**config.mk**
```make
export PLATFORM = sky130hd
export DESIGN_NAME = dp_mem_responder
export DESIGN_NICKNAME = d
export VERILOG_FILES = /design/src/rtl/dp_mem_responder.sv
export SDC_FILE = /design/constraint.sdc
export NUM_CORES = 1
export LEC_CHECK = 0
export CAP_MARGIN = 10
export CORE_MARGIN = 5
export CORE_UTILIZATION = 54
export CTS_CLUSTER_DIAMETER = 60
export CTS_CLUSTER_SIZE = 25
export DETAILED_ROUTE_END_ITERATION = 12
export PLACE_DENSITY = 0.86
export SLEW_MARGIN = 20
export SYNTH_ARGS = -nofsm -noshare
export SYNTH_HDL_FRONTEND = slang
export SYNTH_SLANG_ARGS = --single-unit
export TNS_END_PERCENT = 10
```
**constraint.sdc**
```tcl
create_clock -name CLK -period 5.7 [get_ports CLK]
set_clock_uncertainty 0.05 [all_clocks]
set_input_delay 0.855 -clock CLK [delete_from_list [all_inputs] [get_ports CLK]]
set_output_delay 0.855 -clock CLK [all_outputs]
set_load 0.02 [all_outputs]
```
**src/rtl/dp_mem_responder.sv**
```systemverilog
// dp_mem_responder: memory-side responder with a direct-mapped icache, uncached data path and halt flush
// Ports: CLK/nRST (async, active-high) | halt -> flushed (sticky)
//        imemREN/imemaddr -> imemload/ihit | dmemREN/dmemWEN/dmemaddr/dmemstore -> dmemload/dhit
//        ramREN/ramWEN/ramaddr/ramstore <-> ramload/ramready (single shared word-wide RAM port)
module dp_mem_responder #(
    parameter int ISETS  = 16,
    parameter int WORD_W = 32
) (
    input  logic              CLK,
    input  logic              nRST,
    input  logic              halt,
    input  logic              imemREN,
    input  logic [WORD_W-1:0] imemaddr,
    output logic [WORD_W-1:0] imemload,
    output logic              ihit,
    input  logic              dmemREN,
    input  logic              dmemWEN,
    input  logic [WORD_W-1:0] dmemaddr,
    input  logic [WORD_W-1:0] dmemstore,
    output logic [WORD_W-1:0] dmemload,
    output logic              dhit,
    output logic              flushed,
    output logic              ramREN,
    output logic              ramWEN,
    output logic [WORD_W-1:0] ramaddr,
    output logic [WORD_W-1:0] ramstore,
    input  logic [WORD_W-1:0] ramload,
    input  logic              ramready
);
    localparam int IW = $clog2(ISETS);
    localparam int TW = WORD_W - 2 - IW;
    localparam logic [WORD_W-1:0] WMASK = ~WORD_W'(3);

    typedef enum logic [2:0] {IDLE, DACC, IFILL, FLUSH, HALTED} state_t;
    state_t st, nxt;

    logic [TW-1:0]     tags [ISETS];
    logic [WORD_W-1:0] data [ISETS];
    logic [ISETS-1:0]  vld;
    logic [WORD_W-1:0] faddr;
    logic [IW-1:0]     iidx, didx, fidx;
    logic [TW-1:0]     itag, dtag, ftag;
    logic              fill_done, inval;

    assign iidx = imemaddr[IW+1:2];
    assign itag = imemaddr[WORD_W-1:IW+2];
    assign didx = dmemaddr[IW+1:2];
    assign dtag = dmemaddr[WORD_W-1:IW+2];
    assign fidx = faddr[IW+1:2];
    assign ftag = faddr[WORD_W-1:IW+2];

    assign ihit      = imemREN & vld[iidx] & (tags[iidx] == itag) & (st != HALTED);
    assign imemload  = ihit ? data[iidx] : '0;
    assign fill_done = (st == IFILL) & ramready;
    // a write to a cached word drops that entry so the next fetch refetches it
    assign inval     = (st == DACC) & ramready & dmemWEN & vld[didx] & (tags[didx] == dtag);

    always_ff @(posedge CLK or posedge nRST) begin
        if (nRST) begin
            st      <= IDLE;
            faddr   <= '0;
            flushed <= 1'b0;
        end else begin
            st      <= nxt;
            faddr   <= (st == IDLE && nxt == IFILL) ? imemaddr : faddr;
            flushed <= flushed | (st == FLUSH);
        end
    end

    always_ff @(posedge CLK or posedge nRST) begin
        if (nRST) begin
            vld <= '0;
        end else if (st == FLUSH) begin
            vld <= '0;
        end else begin
            if (fill_done) vld[fidx] <= 1'b1;
            if (inval) vld[didx] <= 1'b0;
        end
    end

    always_ff @(posedge CLK) begin
        if (fill_done) begin
            tags[fidx] <= ftag;
            data[fidx] <= ramload;
        end
    end

    always_comb begin
        nxt = st;
        case (st)
            IDLE:        nxt = (dmemREN | dmemWEN) ? DACC : halt ? FLUSH : (imemREN & ~ihit) ? IFILL : IDLE;
            DACC, IFILL: nxt = ramready ? IDLE : st;
            FLUSH:       nxt = HALTED;
            default:     nxt = HALTED;
        endcase
    end

    always_comb begin
        ramREN   = ((st == DACC) & ~dmemWEN) | (st == IFILL);
        ramWEN   = (st == DACC) & dmemWEN;
        ramaddr  = (st == DACC) ? (dmemaddr & WMASK) : (st == IFILL) ? (faddr & WMASK) : '0;
        ramstore = (st == DACC) ? dmemstore : '0;
        dhit     = (st == DACC) & ramready;
        dmemload = (dhit & ~dmemWEN) ? ramload : '0;
    end
endmodule

```
# Word level (Yosys, flattened, before mapping)
# Memories as Yosys holds them, arrays and structs flattened.
# Cells that the tools add are included.
word_totals:
  register_bits: 52
  ramBits: 928
  inputBits: 135
  out_inout_bits: 133
  elab_cells: 67
  memories: 2
op_classes:
  n_lt_le_gt_ge: 5
  eq_ne: 7
  n_mux: 24
  bitwise: 20
  reduce_logical: 5
memory_table:
  columns: ["memory", "words", "word_bits", "read_ports", "rd_ports_with_merged_regs", "write_ports", "line", "text"]
  rows:
  - ["data", 16, 32, 1, 0, 1, "38", "logic [WORD_W-1:0] data [ISETS];"]
  - ["tags", 16, 26, 2, 0, 1, "37", "logic [TW-1:0] tags [ISETS];"]
ops:
  columns: ["op", "count"]
  rows:
  - ["$mux 32", 5]
  - ["$mux 16", 4]
  - ["$eq 26x26->1", 2]
  - ["$and 16x16->16", 1]
  - ["$not 16->16", 1]
  - ["$or 16x16->16", 1]
  - ["$lt 4x5->1 const B", 3]
  - ["$and 1x1->1", 12]
  - ["$eq 3x2->1 const B", 3]
  - ["$bmux 1 s4", 2]
  - ["$demux 1 s4", 2]
  - ["$ge 4x1->1 const B", 2]
  - ["$mux 1", 6]
  - ["$mux 2", 3]
  - ["$pmux 3 s2", 1]
  - ["$eq 3x1->1 const B", 1]
  - ["$logic_and 1x1->1", 3]
  - ["$logic_not 3->1", 1]
  - ["$mux 3", 1]
  - ["$ne 3x3->1 const B", 1]
  - ["$or 1x1->1", 3]
  - ["$not 1->1", 2]
  - ["$reduce_or 2->1", 1]

# Logic depth before layout (Yosys ltp)
logic_depth:
  depth_word: 13
  depth_mapped: 14
  ltp_nobuf: 8

# Worst setup path before layout
# OpenSTA, ideal clock, no wires.
synth_path:
  kind: "register to register"
  startpoint: "register st[0]"
  endpoint: "register vld[0]"
  setup_time_ns: 0.097
  t_arrival_ns: 6.011
  required_ns: 5.553
  setup_slack_ns: -0.458
  path_stages_with_launch: 8
  n_path_buf: 1
  synth_period_minus_slack_ns: 6.158
  cell_sequence: "dfrtp_1 -> clkbuf_1 -> nor3b_1 -> nand2_1 -> or3_1 -> nor3_1 -> o21ai_0 -> a31oi_1"
synth_between:
  elab_chain_len: 7
  word_cells_on_any_way: 13
  classes_between: "eq/ne: 3; mux: 4; bitwise: 6"
synth_rtl:
  columns: ["item", "line", "text"]
  rows:
  - ["start, declared", "35", "state_t st, nxt;"]
  - ["start signal, assigned", "64", "st <= nxt;"]
  - ["$eq 3x2->1 or $eq 3x1->1 (tied branches)", "54, 56", null]
  - ["$and 1x1->1 (on tied branches)", "54, 56", null]
  - ["$mux 16 or $and 1x1->1 (tied branches)", "76, 56", null]
  - ["$mux 16 or $and 1x1->1 (tied branches)", "73, 56", null]
  - ["$and 16x16->16 (no source line) or $and 1x1->1 (tied branches)", null, null]
  - ["$mux 16", "77", "if (inval) vld[didx] <= 1'b0;"]
  - ["$mux 16 (*)", "73", "end else if (st == FLUSH) begin"]
  - ["end signal, assigned", "72", "vld <= '0;"]
  - ["end signal, assigned", "74", "vld <= '0;"]
  - ["end signal, assigned by index", "77", null]
  - ["end, declared", "39", "logic [ISETS-1:0] vld;"]
# Mark *: on every way between the ends. The rest lies on a longest branch, timed or not. The select of a mux whose other input is x is not followed.
# A chain may end at the register's enable or synchronous reset.

# Worst setup path in the final report
layout_path:
  startpoint: "input port imemaddr[2]"
  endpoint: "output port imemload[0]"
layout_between:
  elab_chain_len: 6
  word_cells_on_any_way: 9
  classes_between: "eq/ne: 1; mux: 3; bitwise: 3; memory: 2"
layout_rtl:
  columns: ["item", "line", "text"]
  rows:
  - ["start, declared", "13", "input logic [WORD_W-1:0] imemaddr,"]
  - ["parallel branches: the longest is 5 deep, another holds $mem_v2 16x26", null, null]
  - ["$mux 32 (*)", "53", "assign imemload = ihit ? data[iidx] : '0;"]
  - ["end, declared", "14", "output logic [WORD_W-1:0] imemload,"]
# Every way passes the cells marked *. The select of a mux whose other input is x is not followed.

==> flow_summary_export.csv <==
group,metric,value,unit
outcome,outcome,"finished, final reports clean",
floorplanning,initial_core_util,54.4,%
timing,fmax,0.184,GHz
critical_path,timing.critical_path.buf_inv,4,
final_layout,area_delta_synth_final,14.0,%
final_layout,drive_gt1_share,26.4,%
floorplanning,ios,268,
grt,antenna_found_initial,5,
drt,via_per_inst,6.80,
floorplanning,die_x,289,um
synth,synthTopCellsByArea,"edfxtp_1, mux4_2, dfrtp_1, mux2i_1, xnor2_1",
critical_path,crit_slowest_cell,"clkdlybuf4s50_1",
floorplanning,die_h,289,um
synth,netlist_area,0.0421,sq mm
cts,clock_sinks,978,
place,dpl.hpwl,64300,um
critical_path,worstPathMaxFanout,33,
grt,grt_max_degree,69,
cts,clock_latency,0.65,ns
final_layout,seqCellArea,0.0291,sq mm
grt,grt_pass1_vias,23300,
synth,ys_seq_area_share,69.1,%
drt,drtPass1Iterations,5,
synth,synth_commonest_cells,"edfxtp_1, mux4_2, mux2i_1, clkbuf_1, dfrtp_1",
power_and_ir_drop,p_leak,15.3,nW
cts,hold_buffers,0,
synth,synthArstFlopShare,5.11,%
cts,cts_buffers,52,
place,gp_congestion,0.878,
synth,yosys_warnings,0,
timing,min_period,5.42,ns
critical_path,critPathLaunchType,"input port",
synth,syn_inst,1969,
place,io_buffers,261,
final_layout,layout.core_utilization,62.0,%
synth,ys_ff_latch,978,
timing,worstMarginPinSlew,1.13,ns
timing,setup-violations-final,0,
timing,slew_viol_final,0,
cts,clkSlewWorstSetupHoldPaths,0.09,ns
min_path,hold_path.class,"flop to flop",
drt,drc,0,
grt,grtUsageTotal,26.2,%
critical_path,cp-end-kind,"output pin",
floorplanning,die_area,0.0837,sq mm
critical_path,arrival,4.52,ns
run,drv_cap,0,
final_layout,fill_cells,5162,
floorplanning,placementRows,102,
drt,drt_iter0_markers,2966,
critical_path,required,4.80,ns
drt,wirelength,110000,um
floorplanning,core_area,0.0775,sq mm
final_layout,multi_input_area,0.0125,sq mm
timing,fin_crit_sh,95.2,%
cts,cts_max_level,2,
synth,yosysUniqueCellTypes,58,
timing,maxSlewHeadroom,24.7,%
synth,synth_top_area_share,66.2,%
critical_path,crit_path_cell_trace,"buf_8 -> buf_12 -> mux4_2 -> mux2i_1 -> mux2i_1 -> xnor2_1 -> nand4_1 -> nor4_1 -> nand3_2 -> buf_12 -> nor2b_1 -> clkdlybuf4s50_1",
timing,rsz0062_at_grt,"false",
drt,wire_per_inst,33.2,um
timing,hold_violations,0,
critical_path,critical_path.max_stage_delay,0.65,ns
cts,cts_buffer_depth,3,
timing,hold_slack,0.431,ns
power_and_ir_drop,vdd_drop_max,0.000249,V
synth,yosysTopAreaCell,"edfxtp_1",
synth,synth_edf_count,928,
cts,ctsResizeCount,0,
drt,num_vias,22500,
critical_path,critical_path_class,"input port to output pin",
drt,ant_nets,0,
grt,grt.overflow.total,0,
power_and_ir_drop,power_density,300,mW/mm^2
synth,synthFlopType,"edfxtp_1",
cts,root_buffer,"clkbuf_16",
power_and_ir_drop,fin_total_pwr,0.0144,W
cts,postCtsSetupRepairBufs,0,
final_layout,num_antenna_cells,0,
synth,syn_avg_cell_area,21.4,sq um
final_layout,nets,2373,
grt,grt_pass1_wl,158000,um
synth,synthMostInstantiatedCell,"edfxtp_1",
critical_path,crit_family,"buffers and inverters",
cts,cts_tree,"built",
-- cell usage in the layout, fill, tap and decap left out, types with 4 or more instances in the layout --
cell type        count
nor2_1              14
clkdlybuf4s50_1    254
clkbuf_16           53
nor2b_1             36
inv_1                6
inv_6                6
nand2_1             11
clkbuf_1             5
nand2b_1             7
clkinv_2             4
a22o_1              32
nor4_1               5
xnor2_1             42
buf_12              18
buf_4               67
nor2_4              12
nand4_1             11
o22ai_1              5
mux2_2              10
o21ai_0             17
a31oi_1             15
xor2_1              10
and2_1              37
and3_1              33
mux2_1              29
a221oi_1             6
nor3_1               8
dfrtp_1             50
edfxtp_1           928
mux2i_1             67
mux4_2             394
-- final timing paths --
path	start	to	slack, ns	cells past startpoint
worst max-delay path	imemaddr[2]	imemload[0]	0.28	12
worst min-delay path	flushed	flushed	0.43	1
worst max register to register	tags[10][1]	faddr[26]	1.80	10
worst min register to register	flushed	flushed	0.43	1
max in group asynchronous	nRST	faddr[6]	4.27	3
min in group asynchronous	nRST	faddr[5]	0.72	3
-- layout make-up --
class | count | share of cell area [%]
Sequential cell | 978 | 60.6
Multi-Input combinational cell | 851 | 26.0
Timing Repair Buffer | 346 | 7.24
Clock buffer | 58 | 2.80
Tap cell | 1040 | 2.71
Clock inverter | 24 | 0.557
Inverter | 9 | 0.0755
-- power by group --
group | switching, W | internal [W]
clock | 0.00233 | 0.00177
combinational | 0.000734 | 0.000685
sequential | 0.000479 | 0.00839
total | 0.00355 | 0.0109
-- flip-flops by register name, indices dropped and copies added (netlist names) --
signal	flops
tags	416
vld	16
flushed	1
faddr	30
data	512
st	3
-- stage by stage --
stage	setup TNS, ns	setup WS, ns	area [sq um]	cells
2_1_floorplan	-29.38	-0.272	42100	1970
3_3_place_gp	0	0.403	46400	3224
3_5_place_dp	0	0.315	46400	3224
4_1_cts	0	0.273	48000	3306
5_1_grt	0	0.0398	48000	3306
6_report	0	0.275	48000	3306
-- routing by layer --
metal  up-vias  share of wire [%]  GRT usage [%]  routed length (um)
met5         -              0.025              0                  27
met4         4                3.9           9.28                4330
met3       258                 11           5.76               11700
met2      1528                 51           44.2               56000
met1     11800                 34           34.3               37700
li1       8894                  -              -                   -
-- kinds of logic (layout without fill, tap and decap cells) --
kind of cell | count (synthesis) | in the layout | share of synthesized area [%]
flip-flops | 978 | 978 | 69.1
AO/OA/AOI/OAI | 98 | 98 | 1.72
AND/OR/NAND/NOR | 199 | 199 | 2.78
other | 1 | 2 | 0.00890
XOR/XNOR | 52 | 52 | 1.08
multiplexers | 500 | 500 | 23.7
buffers and inverters | 141 | 437 | 1.59
Power figures use the tool's default switching activity.
